**config.mk**
```make
export PLATFORM = sky130hd
export DESIGN_NAME = i2c_msg_framer
export DESIGN_NICKNAME = d
export VERILOG_FILES = /design/src/rtl/i2c_msg_framer_pkg.sv /design/src/rtl/i2c_msg_framer_onehot_to_bin.sv /design/src/rtl/i2c_msg_framer.sv
export SDC_FILE = /design/constraint.sdc
export NUM_CORES = 1
export LEC_CHECK = 0
export BUFFER_PORTS_ARGS = -buffer_cell sky130_fd_sc_hd__buf_2
export CAP_MARGIN = 10
export CORE_MARGIN = 2
export CORE_UTILIZATION = 50
export CTS_CLUSTER_DIAMETER = 40
export DETAILED_ROUTE_END_ITERATION = 8
export GPL_TIMING_DRIVEN = 0
export MAX_ROUTING_LAYER = met4
export PLACE_DENSITY = 0.79
export SLEW_MARGIN = 10
export SYNTH_ARGS = -nofsm -noshare
export SYNTH_HDL_FRONTEND = slang
export SYNTH_SLANG_ARGS = --single-unit
export TNS_END_PERCENT = 30
```
**constraint.sdc**
```tcl
create_clock -name clk -period 4.1 [get_ports clk]
set_input_delay 0.41 -clock clk [delete_from_list [all_inputs] [get_ports clk]]
set_output_delay 0.41 -clock clk [all_outputs]
set_load 0.01 [all_outputs]
```
**src/rtl/i2c_msg_framer_pkg.sv**
```systemverilog
// i2c_msg_framer_pkg: shared constants and state encoding for the I2C message framer
package i2c_msg_framer_pkg;
  localparam logic [7:0] SYNC_DEFAULT = 8'h5A;
  localparam logic [7:0] MAX_LEN = 8'd64;
  typedef enum logic [3:0] {
    IDLE,
    WAIT_QUIET,
    HDR_SYNC,
    HDR_CH,
    HDR_LEN,
    RD,
    CAP,
    PAYLOAD,
    CSUM
  } state_t;
endpackage

```
**src/rtl/i2c_msg_framer_onehot_to_bin.sv**
```systemverilog
// onehot_to_bin: index of the lowest set bit of a one-hot vector
module onehot_to_bin #(
  parameter int N = 12
) (
  input  logic [N-1:0] onehot,
  output logic [3:0]   bin
);
  always_comb begin
    bin = '0;
    for (int i = N - 1; i >= 0; i--) if (onehot[i]) bin = 4'(i);
  end
endmodule

```
**src/rtl/i2c_msg_framer.sv**
```systemverilog
// i2c_msg_framer: drains a completed I2C FIFO message and emits SYNC, CH, LEN, payload, CSUM
module i2c_msg_framer
  import i2c_msg_framer_pkg::*;
#(
  parameter int N = 12,
  parameter int QUIET = 255,
  parameter logic [7:0] SYNC = SYNC_DEFAULT
) (
  input  logic         clk,
  input  logic         n_rst,
  input  logic [N-1:0] have_msg_bus,
  input  logic [7:0]   len,
  input  logic [7:0]   s_dout,
  output logic [N-1:0] s_rdreq_bus,
  output logic [7:0]   tx_data,
  output logic         tx_valid,
  input  logic         tx_ready,
  output logic         busy
);
  state_t state;
  logic [3:0] ch, ch_idx;
  logic [15:0] qcnt;
  logic [7:0] len_prev, len_eff, l, csum;
  logic [6:0] rem;
  logic [N-1:0] ch_bit;
  logic accept;
  assign accept = tx_valid & tx_ready;
  assign ch_bit = N'(1) << ch;
  assign len_eff = len == 8'd0 ? MAX_LEN : len;
  assign busy = state != IDLE;
  onehot_to_bin #(.N(N)) u_sel (.onehot(have_msg_bus), .bin(ch_idx));
  always_ff @(posedge clk) begin
    if (!n_rst) begin
      state <= IDLE;
      s_rdreq_bus <= '0;
      tx_valid <= 1'b0;
      tx_data <= '0;
      ch <= '0;
      qcnt <= '0;
      len_prev <= '0;
      l <= '0;
      csum <= '0;
      rem <= '0;
    end else begin
      len_prev <= len;
      case (state)
        IDLE: if (|have_msg_bus) begin
          state <= WAIT_QUIET;
          ch <= ch_idx;
          qcnt <= '0;
        end
        WAIT_QUIET: begin
          if (!(|have_msg_bus)) state <= IDLE;
          else if (len != len_prev) qcnt <= '0;
          else if (qcnt == 16'(QUIET - 1)) begin
            // length frozen here; later arrivals wait for the next packet
            l <= len_eff;
            rem <= len_eff[6:0];
            csum <= {4'b0, ch} ^ len_eff;
            tx_data <= SYNC;
            tx_valid <= 1'b1;
            state <= HDR_SYNC;
          end else qcnt <= qcnt + 16'd1;
        end
        HDR_SYNC: if (accept) begin
          tx_data <= {4'b0, ch};
          state <= HDR_CH;
        end
        HDR_CH: if (accept) begin
          tx_data <= l;
          state <= HDR_LEN;
        end
        HDR_LEN: if (accept) begin
          tx_valid <= 1'b0;
          s_rdreq_bus <= ch_bit;
          state <= RD;
        end
        RD: begin
          s_rdreq_bus <= '0;
          state <= CAP;
        end
        CAP: begin
          tx_data <= s_dout;
          tx_valid <= 1'b1;
          csum <= csum ^ s_dout;
          rem <= rem - 7'd1;
          state <= PAYLOAD;
        end
        PAYLOAD: if (accept) begin
          if (rem == 7'd0) begin
            tx_data <= csum;
            state <= CSUM;
          end else begin
            tx_valid <= 1'b0;
            s_rdreq_bus <= ch_bit;
            state <= RD;
          end
        end
        CSUM: if (accept) begin
          tx_valid <= 1'b0;
          state <= IDLE;
        end
        default: state <= IDLE;
      endcase
    end
  end
endmodule
```
==> impl_metrics.py <==
metrics = {
    "outcome": {
        "outcome": "finished clean",
    },
    "floorplan": {
        "starting_density_pct": 51.7,
        "placeableCoreArea_um2": 8220,
        "std_cell_rows": 33,
        "die_w_um": 96.2,
        "ioPinCount": 53,
        "die-area_um2": 9250,
        "floorplan.die.height_um": 96.2,
    },
    "routing": {
        "drtIter0Drc": 340,
        "via_count": 4259,
        "ant_nets": 0,
        "route.detailed.vias_per_inst": 6.11,
        "totalWireLength_mm": 11.8,
        "route.detailed.drc": 0,
        "post_drt_wl_per_cell_um": 17.0,
        "drt_first_pass_iters": 7,
    },
    "synthesis": {
        "yosys_warnings": 0,
        "synth_cell_types": 77,
        "instance_count_of_the_mapped_netlist": 525,
        "netlist_area_um2": 4250,
        "yosys_most_used_dff": "sky130_fd_sc_hd__dfxtp_1",
        "ys_ff_latch": 76,
        "synth.yosys.seq_area_share_pct": 35.8,
        "async_reset_ff_share_pct": 0,
        "post_synth.cell_area_avg_um2": 8.09,
        "syn_nets": 559,
        "synth-edff-count": 0,
    },
    "layout": {
        "antenna_cells_inserted": 0,
        "mostFrequentLayoutCells": "sky130_fd_sc_hd__dfxtp_1, sky130_fd_sc_hd__nand2_1, sky130_fd_sc_hd__buf_2, sky130_fd_sc_hd__nor2_1, sky130_fd_sc_hd__o21ai_0",
        "drive_above_1_share_pct": 16.4,
        "final_instance_area_um2": 4850,
        "net_count_reported_at_finish": 621,
        "non_filler_instances": 697,
        "layout_commonest_cell": "sky130_fd_sc_hd__dfxtp_1",
        "layout_overhead_on_the_synthesized_area_pct": 14.2,
    },
    "cts": {
        "insertion_delay_ns": 0.35,
        "clock_sink_count": 76,
        "clkSlewWorstSetupHoldPaths_ns": 0.08,
        "h-tree-depth": 3,
        "cts_inserted_buffers": 9,
        "clock_tree.root_cell": "sky130_fd_sc_hd__clkbuf_8",
        "cts_tree": "done",
        "cts_resized": 0,
        "postCtsSetupBuffers": 0,
        "clock_path_buffers": 2,
        "cts_hold_repair.buffers": 0,
    },
    "worst_setup_path": {
        "crit_path_end_kind": "flop",
        "crit_arrival_ns": 2.89,
        "cp-start-kind": "flop",
        "cp.required_ns": 4.32,
        "timing.rr.end": "s_rdreq_bus[0]",
        "setup.worst_path.class": "reg -> reg",
        "worstReg2RegStart": "rem[0]",
        "reg2reg_depth": 9,
        "critPathLaunch": "rem[0]",
        "flop_to_flop_setup_slack_ns": 1.42,
        "highest_net_fanout_along_the_worst_path": 10,
    },
    "timing": {
        "setup_tns_ns": 0,
        "finalWorstPathRequiredPeriod_ns": 2.68,
        "clock-skew-final_ns": 0.0128,
        "fmaxAchievable_mhz": 373,
        "slew_limit_headroom_pct": 44.4,
        "tightestPinTransition_ns": 0.828,
        "finalMaxSlewViolations": 0,
        "rsz0062_at_grt": "no",
        "final.setup.worst_slack_ns": 1.42,
        "finalHoldViolations": 0,
        "layout_worst_path_cycle_share_pct": 65.3,
        "setup_violations": 0,
    },
    "place": {
        "post-place-cells": 681,
        "gp_routability_congestion": 0.885,
        "placedInstanceArea_um2": 4640,
        "detailed_place_hpwl_mm": 8.68,
        "dpl_worst_slack_ns": 1.45,
        "count_of_buffers_from_port_buffering": 51,
    },
    "power": {
        "power.static_leakage_nw": 1.79,
        "intPower_mw": 1.33,
        "irDropWorstVdd_uv": 207,
        "seqPwrFrac_pct": 39.7,
        "power.switching_uw": 672,
        "total_power_mw": 2.00,
        "power.share.switching_pct": 33.6,
        "power_density_nw_per_um2": 413,
        "comb_power_share_pct": 28.6,
        "pwr-share-clk_pct": 31.7,
    },
    "worst_hold_path": {
        "hold_path_end": "ch[0]",
        "hold_start": "have_msg_bus[0]",
        "holdPathStages": 2,
        "min_path_type": "in -> reg",
    },
    "global_routing": {
        "antenna_found_initial": 0,
        "grtUsageTotal_pct": 27.3,
        "grt_overflow": 0,
        "grt_pass1_vias": 3950,
        "grt_start_max_net_pins": 14,
        "grt_first_pass_wirelength_mm": 19.1,
    },
    "job": {
        "max_cap_violations": 0,
    },
}
## power groups by stage
stage	combinational (mW)	clock (mW)	sequential, mW
after floorplan	0.395	0	0.818
after global placement	0.548	0	0.811
after detailed placement	0.560	0	0.812
after CTS	0.562	0.643	0.795
after global routing	0.624	0.669	0.799
final	0.572	0.635	0.795
## cell type report
type	instances	area, um2
Clock inverter	6	88.8
Tap cell	105	131
Sequential cell	76	1520
Clock buffer	10	128
Buffer	38	185
Timing Repair Buffer	51	255
Fill cell	740	3360
Multi-Input combinational cell	401	2500
Inverter	10	37.5
## kinds of logic (layout without fill, tap and decap cells)
kind of cell	after synthesis	after routing	synth area share, %
and+or+nand+nor	224	224	27.7
buffers and inverters	48	115	5.24
xor gates and xnor gates	21	21	4.33
AOI/OAI and AO/OA	133	133	21.3
muxes	20	20	4.77
adders and majority gates	3	3	0.883
DFF	76	76	35.8
## worst max-delay path by stage
stage	end	slack [ns]	cells after the start
detailed placement	l[3]	1.45	8
finish	s_rdreq_bus[0]	1.42	9
global route	s_rdreq_bus[6]	1.24	9
floorplan	s_rdreq_bus[0]	1.95	9
global placement	csum[5]	1.45	8
CTS	s_rdreq_bus[2]	1.45	9
## sequential cells by signal, indices dropped and copies added (netlist names)
| signal | count |
|---|---|
| ch | 4 |
| csum | 8 |
| l | 8 |
| len_prev | 8 |
| qcnt | 16 |
| rem | 7 |
| s_rdreq_bus | 12 |
| state | 4 |
| tx_data | 8 |
| tx_valid | 1 |
## cells in the mapped netlist (all sizes together) (3+ instances only)
master	number	share of area (%)
mux2i	18	4.2
dfxtp	76	36
a41oi	4	0.82
xor2	8	1.6
buf	13	2.1
and2	15	2.3
o21ai	38	4.6
o31ai	5	0.88
a22oi	4	0.71
nand2	60	5.3
nor3b	4	0.71
ha	3	0.88
nor4b	3	0.77
nor2b	3	0.44
a211oi	3	0.65
nor3	20	2.5
o22ai	4	0.59
inv	9	0.79
and4	4	0.82
o211a	3	0.71
clkbuf	25	2.2
o211ai	3	0.53
or3	6	0.88
nand3b	5	0.88
o21a	4	0.71
a222oi	3	0.71
xnor2	13	2.7
and3	8	1.2
a21oi	30	3.6
nor2	47	4.2
nor4	9	2.0
nand3	24	2.9
a221o	3	0.71
a31oi	5	1.1
nand4	7	1.0
## through the flow
step           utilization, %  hold WS (ns)
6_report                 59.1         0.266
5_1_grt                  59.1         0.276
4_1_cts                  59.1         0.258
3_5_place_dp             56.4         0.448
3_3_place_gp             56.4         0.446
2_1_floorplan               -         0.452
## layer usage
layer | wire length, um | part of all wire [%] | vias to the layer above | track usage (%)
met3 | 755 | 6.4 | 22 | 4.15
met4 | 221 | 1.9 | 0 | 10.2
li1 | - | - | 2035 | -
met5 | 0 | 0 | - | -
met1 | 5300 | 45 | 2027 | 35.7
met2 | 5540 | 47 | 175 | 42.7
## worst max-delay path: stages, from the launching register on
cell and delay (ns):
sky130_fd_sc_hd__dfxtp_1 0.37, sky130_fd_sc_hd__inv_1 0.12, sky130_fd_sc_hd__ha_1 0.19, sky130_fd_sc_hd__or3b_2 0.44, sky130_fd_sc_hd__clkbuf_1 0.19, sky130_fd_sc_hd__o21ai_0 0.25
sky130_fd_sc_hd__a21boi_0 0.14, sky130_fd_sc_hd__o21ai_2 0.34, sky130_fd_sc_hd__clkbuf_1 0.34, sky130_fd_sc_hd__o21ai_0 0.15
Power figures use the tool's default switching activity.
